<file path="src/rtl/writeback_queue_if.sv">
// Producer-to-queue writeback handshake bundle.
// A result transfers on a rising edge where wb_valid and wb_ready are both 1;
// the producer holds address/data stable while wb_valid is high and not yet accepted,
// and wb_ready depends only on the queue's registered state.
interface writeback_queue_if;
  logic        wb_valid;
  logic        wb_ready;
  logic [2:0]  wb_address;
  logic [15:0] wb_data;

  modport master (output wb_valid, output wb_address, output wb_data, input wb_ready);
  modport slave  (input wb_valid, input wb_address, input wb_data, output wb_ready);
endinterface

</file>
<file path="src/rtl/writeback_queue.sv">
// FIFO of pending register-file writebacks with pending-register mask and read bypass.
// Optional macro WB_BYPASS_EN builds the bypass lookup; otherwise bypass outputs are tied to 0.
module writeback_queue #(
  parameter int DEPTH = 4
) (
  input  logic                     clock_i,
  input  logic                     reset_n_i,
  writeback_queue_if.slave         wb,
  input  logic                     drain_hold_i,
  output logic [15:0]              data_write_o,
  output logic [2:0]               data_write_address_o,
  output logic                     reg_write_enable_o,
  output logic [7:0]               pending_o,
  output logic [$clog2(DEPTH):0]   occupancy_o,
  input  logic [2:0]               lookup_address0_i,
  input  logic [2:0]               lookup_address1_i,
  output logic                     bypass_hit0_o,
  output logic                     bypass_hit1_o,
  output logic [15:0]              bypass_data0_o,
  output logic [15:0]              bypass_data1_o
);
  localparam int AW = $clog2(DEPTH);
  localparam int CW = AW + 1;

  logic [2:0]    addr_q  [DEPTH];
  logic [15:0]   data_q  [DEPTH];
  logic [DEPTH-1:0] valid_q;
  logic [AW-1:0] wr_ptr_q, rd_ptr_q;
  logic [CW-1:0] count_q;

  logic accept, enqueue, drain;

  assign wb.wb_ready = (count_q < CW'(DEPTH));
  assign accept      = wb.wb_valid && wb.wb_ready;
  // Writes to r0 complete the handshake but never occupy an entry.
  assign enqueue     = accept && (wb.wb_address != 3'd0);
  assign drain       = (count_q != '0) && !drain_hold_i;

  assign reg_write_enable_o   = drain;
  assign data_write_o         = drain ? data_q[rd_ptr_q] : 16'd0;
  assign data_write_address_o = drain ? addr_q[rd_ptr_q] : 3'd0;
  assign occupancy_o          = count_q;

  always_ff @(posedge clock_i or negedge reset_n_i) begin
    if (!reset_n_i) begin
      for (int i = 0; i < DEPTH; i++) begin
        addr_q[i] <= 3'd0;
        data_q[i] <= 16'd0;
      end
      valid_q  <= '0;
      wr_ptr_q <= '0;
      rd_ptr_q <= '0;
      count_q  <= '0;
    end else begin
      if (drain) begin
        valid_q[rd_ptr_q] <= 1'b0;
        rd_ptr_q          <= rd_ptr_q + 1'b1;
      end
      // Enqueue never targets the head slot being drained: it needs a free slot.
      if (enqueue) begin
        addr_q[wr_ptr_q]  <= wb.wb_address;
        data_q[wr_ptr_q]  <= wb.wb_data;
        valid_q[wr_ptr_q] <= 1'b1;
        wr_ptr_q          <= wr_ptr_q + 1'b1;
      end
      case ({enqueue, drain})
        2'b10:   count_q <= count_q + 1'b1;
        2'b01:   count_q <= count_q - 1'b1;
        default: count_q <= count_q;
      endcase
    end
  end

  always_comb begin
    pending_o = 8'd0;
    for (int i = 0; i < DEPTH; i++) begin
      if (valid_q[i]) pending_o[addr_q[i]] = 1'b1;
    end
    pending_o[0] = 1'b0;
  end

`ifdef WB_BYPASS_EN
  logic [AW-1:0] idx;

  // Walk oldest to youngest so the last match (youngest) wins.
  always_comb begin
    bypass_hit0_o  = 1'b0;
    bypass_hit1_o  = 1'b0;
    bypass_data0_o = 16'd0;
    bypass_data1_o = 16'd0;
    idx            = '0;
    for (int k = 0; k < DEPTH; k++) begin
      idx = rd_ptr_q + AW'(k);
      if (valid_q[idx] && (lookup_address0_i != 3'd0) && (addr_q[idx] == lookup_address0_i)) begin
        bypass_hit0_o  = 1'b1;
        bypass_data0_o = data_q[idx];
      end
      if (valid_q[idx] && (lookup_address1_i != 3'd0) && (addr_q[idx] == lookup_address1_i)) begin
        bypass_hit1_o  = 1'b1;
        bypass_data1_o = data_q[idx];
      end
    end
  end
`else
  logic unused_lookup;
  assign unused_lookup  = ^{lookup_address0_i, lookup_address1_i};
  assign bypass_hit0_o  = 1'b0;
  assign bypass_hit1_o  = 1'b0;
  assign bypass_data0_o = 16'd0;
  assign bypass_data1_o = 16'd0;
`endif

endmodule
</file>
<file path="src/flat_wrapper.sv">
// flat-port wrapper written by rule: the top's interface ports become plain ports
module writeback_queue_flat 
#(
  parameter int DEPTH = 4
)
  (clock_i, reset_n_i, drain_hold_i, data_write_o, data_write_address_o, reg_write_enable_o, pending_o, occupancy_o, lookup_address0_i, lookup_address1_i, bypass_hit0_o, bypass_hit1_o, bypass_data0_o, bypass_data1_o, wb_wb_valid, wb_wb_address, wb_wb_data, wb_wb_ready);
  writeback_queue_if wb_i ();
  input  logic clock_i;
  input  logic reset_n_i;
  input  logic drain_hold_i;
  output logic [15:0] data_write_o;
  output logic [2:0] data_write_address_o;
  output logic reg_write_enable_o;
  output logic [7:0] pending_o;
  output logic [$clog2(DEPTH):0] occupancy_o;
  input  logic [2:0] lookup_address0_i;
  input  logic [2:0] lookup_address1_i;
  output logic bypass_hit0_o;
  output logic bypass_hit1_o;
  output logic [15:0] bypass_data0_o;
  output logic [15:0] bypass_data1_o;
  input wire logic [$bits(wb_i.wb_valid)-1:0] wb_wb_valid;
  input wire logic [$bits(wb_i.wb_address)-1:0] wb_wb_address;
  input wire logic [$bits(wb_i.wb_data)-1:0] wb_wb_data;
  output wire logic [$bits(wb_i.wb_ready)-1:0] wb_wb_ready;
  assign wb_i.wb_valid = wb_wb_valid;
  assign wb_i.wb_address = wb_wb_address;
  assign wb_i.wb_data = wb_wb_data;
  assign wb_wb_ready = wb_i.wb_ready;
  writeback_queue #(.DEPTH(DEPTH)) u_core (.clock_i(clock_i), .reset_n_i(reset_n_i), .wb(wb_i), .drain_hold_i(drain_hold_i), .data_write_o(data_write_o), .data_write_address_o(data_write_address_o), .reg_write_enable_o(reg_write_enable_o), .pending_o(pending_o), .occupancy_o(occupancy_o), .lookup_address0_i(lookup_address0_i), .lookup_address1_i(lookup_address1_i), .bypass_hit0_o(bypass_hit0_o), .bypass_hit1_o(bypass_hit1_o), .bypass_data0_o(bypass_data0_o), .bypass_data1_o(bypass_data1_o));
endmodule
</file>
<file path="config.mk">
export PLATFORM = sky130hd
export DESIGN_NAME = writeback_queue_flat
export DESIGN_NICKNAME = d
export VERILOG_FILES = /design/src/rtl/writeback_queue_if.sv /design/src/rtl/writeback_queue.sv /design/src/flat_wrapper.sv
export SDC_FILE = /design/constraint.sdc
export NUM_CORES = 1
export LEC_CHECK = 0
export BUFFER_PORTS_ARGS = -buffer_cell sky130_fd_sc_hd__buf_2
export CORE_AREA = 2 2 131 133
export CTS_CLUSTER_SIZE = 24
export DETAILED_ROUTE_END_ITERATION = 10
export DIE_AREA = 0 0 133 135
export HOLD_SLACK_MARGIN = 0.1
export PLACE_DENSITY_LB_ADDON = 0.25
export SLEW_MARGIN = 10
export SYNTH_ARGS = -nofsm -noshare
export SYNTH_HDL_FRONTEND = slang
export SYNTH_SLANG_ARGS = --single-unit
export TNS_END_PERCENT = 5
</file>
<file path="constraint.sdc">
create_clock -name clock_i -period 2.85 [get_ports clock_i]
set_input_delay 0.1425 -clock clock_i [delete_from_list [all_inputs] [get_ports clock_i]]
set_output_delay 0.1425 -clock clock_i [all_outputs]
set_load 0.05 [all_outputs]
</file>
======== Yosys cells after proc, flatten, opt, wreduce, memory -nomap -nowiden ========
Index checks and enable logic that the tools add are counted.
Widths: inputs -> output; s select.
word-level totals
  flip-flop bits (word level) ............. 87
  bits of input ports ..................... 29
  output and inout port bits .............. 66
  word-level logic and storage cells ...... 89
operators by class
  add/sub/neg operators ................... 4
  equality and inequality tests ........... 2
  magnitude comparators ................... 16
  bitwise operators ....................... 8
  reduce and logical (&&, ||, !) cells .... 14
  multiplexer cells ....................... 33
operators by type and width
  cell                 number
  $bwmux 64            1
  $mux 16              4
  $bmux 16 s2          1
  $demux 16 s2         1
  $mux 8               4
  $or 8x8->8           3
  $lt 3x4->1 const B   4
  $bwmux 12            1
  $demux 1 s3          4
  $ge 3x1->1 const B   4
  $mux 3               4
  $logic_and 1x1->1    10
  $mux 4               2
  $bmux 3 s2           1
  $demux 3 s2          1
  $ge 3x3->1 const B   2
  $lt 2x3->1 const B   2
  $mux 1               6
  $not 2->3            2
  $pmux 3 s2           1
  $reduce_bool 3->1    2
  $add 2x1->2 const B  2
  $and 4x4->4          1
  $demux 1 s2          2
  other kinds (11)     12

======== Logic depth before layout (Yosys ltp) ========
  word-level depth ........................ 11
  depth in mapped cells ................... 9
  gate-level depth less buffers ........... 9

======== Worst setup path before layout ========
OpenSTA, ideal clock, no wires.
  path kind ............................... reg-to-reg
  start point ............................. register u_core.count_q[2] (netlist: u_core.occupancy_o[2])
  end point ............................... register u_core.count_q[2] (netlist: u_core.occupancy_o[2])
  path buffers ............................ 1
  library setup time ...................... 140 ps
  required time ........................... 2710 ps
  path slack .............................. 209 ps
  clock period less this slack ............ 2641 ps
  data arrival time ....................... 2501 ps
  cell stages (with the launch flop) ...... 10
  path through ............................ dfrtp_1 -> nor3_1 -> nor2_1 -> buf_2 -> ha_1 -> inv_1 -> fa_1 -> xor2_1 -> nor2_1 -> xnor2_1
between the ends
  elaborated cells on any way between the ends .. 11
  those cells by class .................... add/sub: 2; order compare: 1; eq/ne: 2; mux: 1; reduce/logical: 5
RTL lines
  item                                             line                   source
  from (decl)                                      writeback_queue.sv:29  logic [CW-1:0] count_q;
  from (signal assigned)                           writeback_queue.sv:67  2'b10: count_q <= count_q + 1'b1;
  from (signal assigned)                           writeback_queue.sv:68  2'b01: count_q <= count_q - 1'b1;
  from (signal assigned)                           writeback_queue.sv:69  default: count_q <= count_q;
  $reduce_bool 3->1 (*)                            writeback_queue.sv:37  assign drain = (count_q != '0) && !drain_hold_i;
  $logic_and 1x1->1 (*)                            writeback_queue.sv:37
  named net reg_write_enable_o                     flat_wrapper.sv:13     output logic reg_write_enable_o;
  $eq 2x1->1 or $eq 2x2->1 (tied branches)         writeback_queue.sv:66  case ({enqueue, drain})
  $pmux 3 s2 or $reduce_bool 2->1 (tied branches)  -
The timed path passes the listed nets; every way through them passes the cells marked *.
A chain may end at the register's enable or synchronous reset.

======== Worst setup path after layout ========
  start point ............................. register u_core.count_q[2] (netlist: u_core.occupancy_o[2])
  end point ............................... output data_write_o[7]
between the ends
  cells in the longest elaborated chain, start to end .. 3
ends and longest elaborated chain
  item               line                   source
  $reduce_bool 3->1  writeback_queue.sv:37
  $logic_and 1x1->1  writeback_queue.sv:37
  $mux 16            writeback_queue.sv:40  assign data_write_o = drain ? data_q[rd_ptr_q] : 16'd0;
  to (decl)          flat_wrapper.sv:11     output logic [15:0] data_write_o;
Every way passes these cells.

==> flow_summary.toml <==
[min_path]
hp-class = "input pin to flop"
min_path_cells = 2
min_from = "wb_wb_data[12]"
min_to = "u_core.data_q[60]"

[job]
max_cap_viol_count = 0

[critical_path]
cp_top_family = "buffers and inverters"
end_kind = "output pin"
cp_data_required_time_ns = 2.71
path_max_fanout = 22
critPathKind = "flop to output pin"
cp_slowest_cell = "dfrtp_1"
crit_chain = "nor3_1 > buf_4 > nor2_2 > buf_4 > and2_1 > buf_2"
critPathMaxStageDelay_ns = 0.66
r2r_start = "u_core.occupancy_o[2]"
critPathLaunchType = "flop"
critical_path_buf_inv_count = 3
arrival_ns = 2.18
reg2reg_depth = 9
crit_top_cell = "buf_4"
rr_endpoint = "u_core.occupancy_o[2]"
rrSetupSlack_ns = 0.71

[pwr]
vdd_drop_max_mv = 0.825
p_leak_nw = 2.67
combPwrFrac_pct = 49.8
pwr-share-clk_pct = 18.2
internal-power_mw = 4.56
p_total_mw = 7.50
p_sw_mw = 2.95
power_density_nw_per_um2 = 1280
power.share.sequential_pct = 32.0
swShare_pct = 39.3

[synthesis]
ys_async_sr_fraction_pct = 100
synth_edf_count = 0
synth.cell_area_um2 = 4910
ys_warn_count = 0
synth_flop_cell = "dfrtp_1"
ys_ff_latch = 87
yosysUniqueCellTypes = 31
seq_area_frac_synth_pct = 44.4
syn_inst = 341
avgSynthCellArea_um2 = 14.4

[sta]
period_share_pct = 81.5
fin_ws_ns = 0.526
timing.setup.tns_ns = 0
rsz0062_at_grt = "false"
min_period_ns = 2.32
hold_viol = 0
slew_headroom_pct = 59.4
drv_slew = 0
skew_ns = 0.00589
worst_pin_slew_ns = 0.607
holdWs_ns = 0.111
setup_viol = 0
max_freq_mhz = 430

[placed_design]
post-place-ws_ns = 0.682
place.gp.congestion = 0.850
port-buffer-count = 53
hpwl_um = 7300

[clock_network]
cts_tree = "yes"
insertion_delay_ns = 0.34
clock_sinks = 87
cts.clk_slew.worst_paths_ns = 0.06
ctsResizeCount = 0
cts_buffers = 9
clockBufferDepth = 2
cts_htree_levels = 3
cts_root_buffer = "clkbuf_16"

[grt]
grt_pass1_wl_um = 17500
track_usage_pct = 12.7
grt_overflow = 0
grt_pass1_vias = 3031
grt_max_degree = 87
grt_antenna_before_repair = 0

[route]
post_drt_wl_per_cell_um = 16.8
vias_per_cell = 4.41
drc = 0
drt.antenna.violating_nets = 0
drtIter0Drc = 84
vias = 2843
firstDrtPassIters = 4
wirelength_um = 10800

[cells_and_area]
final_common_cell = "dfrtp_1"
final_cell_mix = "87 x dfrtp_1, 76 x mux2_4, 52 x buf_2"
drive_above_1_share_pct = 43.4
syn_to_final_growth_pct = 19.5
nets = 458
num_antenna_cells = 0
finish.utilization_pct = 35.7

[die]
core_um2 = 16400
dieArea_um2 = 18000
io_pins = 95
fp.dieW_um = 133
initial_core_util_pct = 29.9
dieHeight_um = 135
fp-row-count = 47

[status]
status = "finished clean"
[power by group through the flow]
stage               Clock [mW]  Combinational, mW  Sequential (mW)
CTS                       1.40               3.78             2.40
finish                    1.36               3.74             2.40
floorplan                    0               3.05             2.26
global route              1.45               3.99             2.49
global placement             0               3.70             2.37
detailed placement           0               3.75             2.41
[cells in the mapped netlist (all sizes together) (2+ instances only)]
cell	instances	share of area (%)
dfrtp	87	44
o221ai	4	0.71
xnor2	4	0.71
o22a	2	0.36
nor2	2	0.15
inv	12	0.92
or3	3	0.38
o21ai	5	0.51
and2	19	2.4
nand2b	17	2.2
nand2	12	0.92
mux4	19	8.7
clkbuf	3	0.25
o311ai	2	0.36
buf	46	7.5
mux2	78	24
nor3	7	1.2
ha	9	2.3
o32a	4	0.82
[how the worst max path moves through the flow]
stage | start | endpoint | slack (ns) | depth (start not counted)
6_report | u_core.occupancy_o[2] | data_write_o[7] | 0.53 | 6
3_5_place_dp | wb_wb_address[1] | u_core.occupancy_o[2] | 0.68 | 10
5_1_grt | u_core.occupancy_o[2] | data_write_o[7] | 0.38 | 6
2_1_floorplan | u_core.occupancy_o[2] | u_core.occupancy_o[2] | 0.21 | 9
3_3_place_gp | wb_wb_address[1] | u_core.occupancy_o[2] | 0.71 | 10
4_1_cts | u_core.occupancy_o[2] | data_write_address_o[0] | 0.49 | 6
[registers in the layout, indices dropped and copies added, names as in the netlist]
register and count:
u_core.wr_ptr_q 2, u_core.addr_q 12, u_core.data_q 64, u_core.valid_q 4, u_core.occupancy_o 3, u_core.rd_ptr_q 2
[through the flow]
step	std cells	area, um2
floorplan	375	5030
global placement	612	5350
detailed placement	612	5350
CTS	644	5860
global route	644	5860
finish	644	5860
[routing by layer]
metal	vias to the layer above	part of all wire, %	track usage (%)
li1	1291	-	-
met2	101	45	19.3
met4	0	0.98	3.82
met1	1442	49	18.0
met5	-	0	0
met3	9	4.9	3.00
[cell type report]
type	count	area, um2
timing repair buffer	82	563
tap	220	275
inverter	12	45.0
sequential	87	2180
clock buffer	11	243
multi-input combinational	227	2450
clock inverter	5	105
fill	1607	10500
[logic make-up after synthesis]
kind of cell             after synthesis  share of synthesized area (%)
multiplexers                          97                           32.4
XOR/XNOR                               5                          0.893
flip-flops                            87                           44.4
AND/OR/NAND/NOR                       62                           7.96
adder cells (fa/ha/maj)               10                           2.70
other                                  1                         0.0764
AO/OA/AOI/OAI                         18                           2.88
buffers and inverters                 61                           8.67
[what timing repair did]
item / 4_1_cts / 5_1_grt
hold buffers: 16 / 0
buffers inserted: 0 / 0
endpoints found under the hold margin: 145 / 0
[worst register-to-register path, stage by stage, from the launching register on]
cell and delay (ns):
dfrtp_1 0.66, nor3_1 0.12, buf_4 0.18, nor2_2 0.10, ha_1 0.20, inv_1 0.06
fa_1 0.37, xor2_1 0.15, nor2_1 0.11, xnor2_1 0.12
(Power assumes the default switching activity.)
